==> config.mk <==
export PLATFORM = sky130hd
export DESIGN_NAME = pc_gen
export DESIGN_NICKNAME = d
export VERILOG_FILES = /design/src/rtl/pc_pkg.sv /design/src/rtl/pc_target.sv /design/src/rtl/pc_gen.sv
export SDC_FILE = /design/constraint.sdc
export NUM_CORES = 1
export LEC_CHECK = 0
export CAP_MARGIN = 40
export CORE_AREA = 2 2 146 134
export CTS_BUF_LIST = sky130_fd_sc_hd__clkbuf_4 sky130_fd_sc_hd__clkbuf_8 sky130_fd_sc_hd__clkbuf_16
export DETAILED_ROUTE_END_ITERATION = 10
export DIE_AREA = 0 0 148 136
export GPL_TIMING_DRIVEN = 0
export PLACE_DENSITY = 0.79
export SLEW_MARGIN = 20
export SYNTH_ARGS = -nofsm -noshare
export SYNTH_HDL_FRONTEND = slang
export SYNTH_HIERARCHICAL = 1
export SYNTH_SLANG_ARGS = --single-unit
==> constraint.sdc <==
create_clock -name clk -period 5.8 [get_ports clk]
set_input_delay 1.45 -clock clk [delete_from_list [all_inputs] [get_ports clk]]
set_output_delay 1.45 -clock clk [all_outputs]
set_load 0.05 [all_outputs]
==> src/rtl/pc_pkg.sv <==
// Shared encodings for the program-counter generator: redirect modes and FSM states.
package pc_pkg;

  localparam logic [2:0] SEL_SEQ  = 3'd0;
  localparam logic [2:0] SEL_BR   = 3'd1;
  localparam logic [2:0] SEL_JAL  = 3'd2;
  localparam logic [2:0] SEL_JR   = 3'd3;
  localparam logic [2:0] SEL_J    = 3'd4;
  localparam logic [2:0] SEL_TRAP = 3'd5;
  localparam logic [2:0] SEL_ERET = 3'd6;

  typedef enum logic [1:0] {
    ST_BOOT = 2'd0,
    ST_RUN  = 2'd1,
    ST_PEND = 2'd2
  } pc_state_e;

  // Encoding 7 is reserved and behaves like a sequential redirect.
  function automatic logic sel_is_seq(input logic [2:0] sel);
    return (sel == SEL_SEQ) || (sel == 3'd7);
  endfunction

endpackage

==> src/rtl/pc_target.sv <==
// Combinational redirect-target mux: computes the next fetch address for each
// redirect mode from the PC at the redirect cycle.
module pc_target
  import pc_pkg::*;
#(
  parameter int              PC_W    = 30,
  parameter logic [PC_W-1:0] TRAP_PC = PC_W'(30'h0000_0060)
) (
  input  logic [PC_W-1:0] pc,
  input  logic [2:0]      sel,
  input  logic [15:0]     imm16,
  input  logic [25:0]     target26,
  input  logic [PC_W-1:0] jr_target,
  input  logic [PC_W-1:0] epc,
  output logic [PC_W-1:0] target
);

  logic [PC_W-1:0] pc_plus1;
  logic [PC_W-1:0] br_tgt;
  logic [PC_W-1:0] jump_tgt;

  assign pc_plus1 = pc + PC_W'(1);
  assign br_tgt   = pc_plus1 + {{(PC_W-16){imm16[15]}}, imm16};

  // Jumps keep the region bits of the delay-slot address above the 26-bit field.
  generate
    if (PC_W > 26) begin : g_jump_region
      assign jump_tgt = {pc_plus1[PC_W-1:26], target26};
    end else begin : g_jump_flat
      assign jump_tgt = PC_W'(target26);
    end
  endgenerate

  always_comb begin
    target = pc_plus1;
    case (sel)
      SEL_BR:           target = br_tgt;
      SEL_JAL, SEL_J:   target = jump_tgt;
      SEL_JR:           target = jr_target;
      SEL_TRAP:         target = TRAP_PC;
      SEL_ERET:         target = epc;
      default:          target = pc_plus1;
    endcase
  end

endmodule

==> src/rtl/pc_gen.sv <==
// Registered program counter with valid/ready fetch handshake; redirects that
// cannot be applied immediately are buffered (latest wins) and squash the fetch.
module pc_gen
  import pc_pkg::*;
#(
  parameter int              PC_W     = 30,
  parameter logic [PC_W-1:0] RESET_PC = '0,
  parameter logic [PC_W-1:0] TRAP_PC  = PC_W'(30'h0000_0060)
) (
  input  logic            clk,
  input  logic            rst,
  input  logic            stall,
  input  logic            redir_valid,
  input  logic [2:0]      sel,
  input  logic [15:0]     imm16,
  input  logic [25:0]     target26,
  input  logic [PC_W-1:0] jr_target,
  input  logic            fetch_ready,
  output logic [PC_W-1:0] pc,
  output logic            fetch_valid,
  output logic            fetch_squash,
  output logic [PC_W-1:0] pc_plus1,
  output logic [PC_W-1:0] link_addr,
  output logic [PC_W-1:0] epc,
  output logic            pend
);

  pc_state_e       state_reg, state_next;
  logic            boot_done_reg;
  logic [PC_W-1:0] pc_reg, pc_next;
  logic [PC_W-1:0] pend_pc_reg, pend_pc_next;
  logic [PC_W-1:0] epc_reg, epc_next;
  logic [PC_W-1:0] link_reg, link_next;
  logic [PC_W-1:0] target;
  logic            advance;

  pc_target #(
    .PC_W    (PC_W),
    .TRAP_PC (TRAP_PC)
  ) u_target (
    .pc        (pc_reg),
    .sel       (sel),
    .imm16     (imm16),
    .target26  (target26),
    .jr_target (jr_target),
    .epc       (epc_reg),
    .target    (target)
  );

  assign pc        = pc_reg;
  assign pc_plus1  = pc_reg + PC_W'(1);
  assign link_addr = link_reg;
  assign epc       = epc_reg;
  assign pend      = (state_reg == ST_PEND);

  // boot_done_reg delays leaving BOOT by one edge so the first fetch request
  // appears on the second rising edge after reset release.
  always_ff @(posedge clk or posedge rst) begin
    if (rst) begin
      state_reg     <= ST_BOOT;
      boot_done_reg <= 1'b0;
      pc_reg        <= RESET_PC;
      pend_pc_reg   <= '0;
      epc_reg       <= RESET_PC;
      link_reg      <= '0;
    end else begin
      state_reg     <= state_next;
      boot_done_reg <= 1'b1;
      pc_reg        <= pc_next;
      pend_pc_reg   <= pend_pc_next;
      epc_reg       <= epc_next;
      link_reg      <= link_next;
    end
  end

  always_comb begin
    state_next   = state_reg;
    pc_next      = pc_reg;
    pend_pc_next = pend_pc_reg;
    epc_next     = epc_reg;
    link_next    = link_reg;
    fetch_valid  = (state_reg != ST_BOOT);
    fetch_squash = 1'b0;
    advance      = fetch_valid & fetch_ready & ~stall;

    case (state_reg)
      ST_BOOT: begin
        if (boot_done_reg) state_next = ST_RUN;
      end
      ST_RUN: begin
        if (advance) begin
          pc_next = redir_valid ? target : pc_plus1;
        end else if (redir_valid && !sel_is_seq(sel)) begin
          pend_pc_next = target;
          state_next   = ST_PEND;
        end
      end
      ST_PEND: begin
        if (redir_valid) pend_pc_next = target;
        if (advance) begin
          fetch_squash = 1'b1;
          pc_next      = redir_valid ? target : pend_pc_reg;
          state_next   = ST_RUN;
        end
      end
      default: state_next = ST_BOOT;
    endcase

    // Side effects of TRAP/JAL are taken whether the redirect is applied or buffered.
    if (redir_valid && state_reg != ST_BOOT) begin
      if (sel == SEL_TRAP) epc_next  = pc_reg;
      if (sel == SEL_JAL)  link_next = pc_plus1;
    end
  end

endmodule

==> reports/metrics.cfg <==
[outcome]
status = completed

[global_routing]
grt_pass1_vias = 9434
grt_pass1_wl_mm = 54.0
gr-usage-all-layers = 0.349
antenna_found_initial = 0
grt_max_degree = 69
grt_overflow = 0

[sta]
hold_viol = 0
fin_crit_sh = 0.901
max_slew_margin = 0.401
final.min_clock_period_ns = 5.23
maxClockFrequency_mhz = 191
finalSetupViolCount = 0
fin_ws_ns = 0.574
report.final.slew_viol_count = 0
worst_pin_slew_ns = 0.891
skew_ns = 0.00679
rsz0062_at_grt = no

[setup_path]
reg2reg_slack_ns = 0.79
endpoint_kind = primary output
r2r-end = pc[29]
r2r_cells = 17
cp.required_ns = 4.35
worst_setup_path_start_kind = register
reg2reg_from = pc[2]
arrival_ns = 3.78
crit_fanout = 14
critical_path_class = reg -> out

[routing]
num_vias = 9822
viasPerCell = 6.30
final_antenna_net_count = 0
wl_per_cell_um = 22.8
drt_iter0_drc = 1319
first_pass_iters = 8
wl_mm = 35.5
post-route-drc-count = 0

[synthesis]
yosysTopAreaCell = dfrtp_1
ys_types = 86
async_flop_share = 1.00
synth_edf_count = 0
synth_most_common_cell = dfrtp_1
seq_area_frac_synth = 0.324
synth_area_leaders = dfrtp_1, mux2_2, ha_1
synth_warnings = 6
synth_nets = 1191
netlist_instances = 1074
syn_area_per_cell_sq_um = 8.84
synth_top_area_share = 0.324
syn-cell-area_sq_um = 9490
ys.flop_type = dfrtp_1
yosys_register_bits = 123
synth_common_cells = dfrtp_1, nand2_1, mux2_2, nor2_1, o21ai_0

[finish]
n_fill_cell = 1495
layout.nets = 1413
antenna_cells = 0
area_delta_synth_final_pct = 32.1
layout-drive-gt1-share = 0.126
postLayoutCellArea_sq_um = 12500

[clocking]
clk_latency_ns = 0.42
cts_sinks = 123
cts_tree = done
numCtsBuffers = 17
cts.path.max_buffers = 2
cts_resized = 0
cts.htree.levels = 4
cts_hold_buf = 0
clockRootBuffer = clkbuf_16
cts_setup_buffers = 0
clk_pin_slew_ns = 0.06

[die]
die_h_um = 136
start_util = 0.506
die-area_sq_um = 20100
rows = 48
io_pins = 203
core_area_sq_um = 18700
die_w_um = 148

[pwr]
power_density_nw_per_um2 = 599
p_sw_mw = 3.80
ir_drop_mv = 0.473
sequentialPowerShare = 0.236
clockPowerShare = 0.161
leakagePower_nw = 5.16
p_int_mw = 3.71
combinationalPowerShare = 0.603
swShare = 0.506

[placement]
pre_cts_ws_ns = 0.508
numPortBuffers = 201
dpl-instance-area_sq_um = 11900
gp_congestion = 1.02
dp_hpwl_mm = 26.8

[job]
cap_violations = 0

[min_path]
min_from = pend_pc_reg[24]
hp-class = reg -> reg
holdPathEnd = pend_pc_reg[24]
min_path_cells = 1

## layout by cell type, fill, tap and decap left out, drive strengths merged, types with 7 or more instances in the layout
master,netlist,routed
clkdlybuf4s50,1,202
dfrtp,123,123
nand2,97,97
nor2,88,88
mux2,88,88
o21ai,85,85
clkbuf,56,78
a21oi,66,66
xnor2,47,47
ha,36,36
nand3,33,33
o22ai,31,31
inv,31,31
xor2,27,27
o221ai,23,23
and3,18,18
nand4,17,17
a22oi,16,16
a211oi,13,13
nor3,13,13
buf,11,12
o31a,11,11
a2bb2oi,10,10
a21o,10,10
nor2b,10,10
nor4,9,9
nand2b,7,7
and4,7,7
a221oi,7,7
## worst max-delay path by stage
stage               cells past startpoint  slack [ns]             to  startpoint
finish                                  5        0.57   pc_plus1[23]       pc[0]
global route                            5        0.43   pc_plus1[23]       pc[0]
CTS                                     5        0.68   pc_plus1[23]       pc[0]
detailed placement                     15        0.51         pc[27]   imm16[15]
global placement                        2       -0.77         epc[0]         rst
floorplan                               1        1.08  boot_done_reg         rst
## area by class of cell
class                      count  area (sq um)  share of cell area
clock buffer                  22           488              0.0389
inverter                      31           121             0.00968
buffer                        68           317              0.0253
timing repair buffer         203          2050               0.164
multi-input combinational    852          5980               0.477
clock inverter                10           186              0.0149
tap                          250           313              0.0250
sequential                   123          3080               0.246
## cell families (layout without fill, tap and decap cells)
family | after synthesis | count (layout) | share of synthesized area
mux | 94 | 94 | 0.111
buf+inv | 99 | 334 | 0.0456
other cells | 1 | 1 | 0.000395
flops | 123 | 123 | 0.324
compound gates | 321 | 321 | 0.227
simple gates | 325 | 325 | 0.174
xor+xnor | 74 | 74 | 0.0683
fa+ha+maj | 37 | 37 | 0.0496
## critical path, stage by stage, from the launching register on
cell	delay [ns]
dfrtp_1	0.72
nand4_4	0.23
nor4_2	0.83
nand3_1	0.33
xnor2_1	0.37
clkdlybuf4s50_1	0.87
## routing by layer
metal  up-vias  GRT usage  part of all wire
li1       4431          -                 -
met1      4697      0.487              0.42
met2       614      0.533              0.43
met3        80     0.0876              0.11
met4         0      0.115             0.033
met5         -          0                 0
## power by group through the flow
stage	registers (mW)	logic [mW]	clock network [mW]
floorplan	2.55	2.15	0
global placement	1.73	4.39	0
detailed placement	1.75	4.44	0
CTS	1.75	4.47	1.21
global route	1.82	4.76	1.25
finish	1.77	4.52	1.21
## through the flow
step / power, mW / setup TNS (ns) / cells / util / hold WS [ns]
after global routing: 7.83 / 0 / 1559 / 0.669 / 0.518
final: 7.51 / 0 / 1559 / 0.669 / 0.502
after floorplan: 4.69 / 0 / 1074 / - / 0.471
after global placement: 6.12 / -93.36 / 1525 / 0.630 / 0.480
after CTS: 7.43 / 0 / 1559 / 0.669 / 0.501
after detailed placement: 6.19 / 0 / 1527 / 0.633 / 0.490
(Power assumes the default switching activity.)
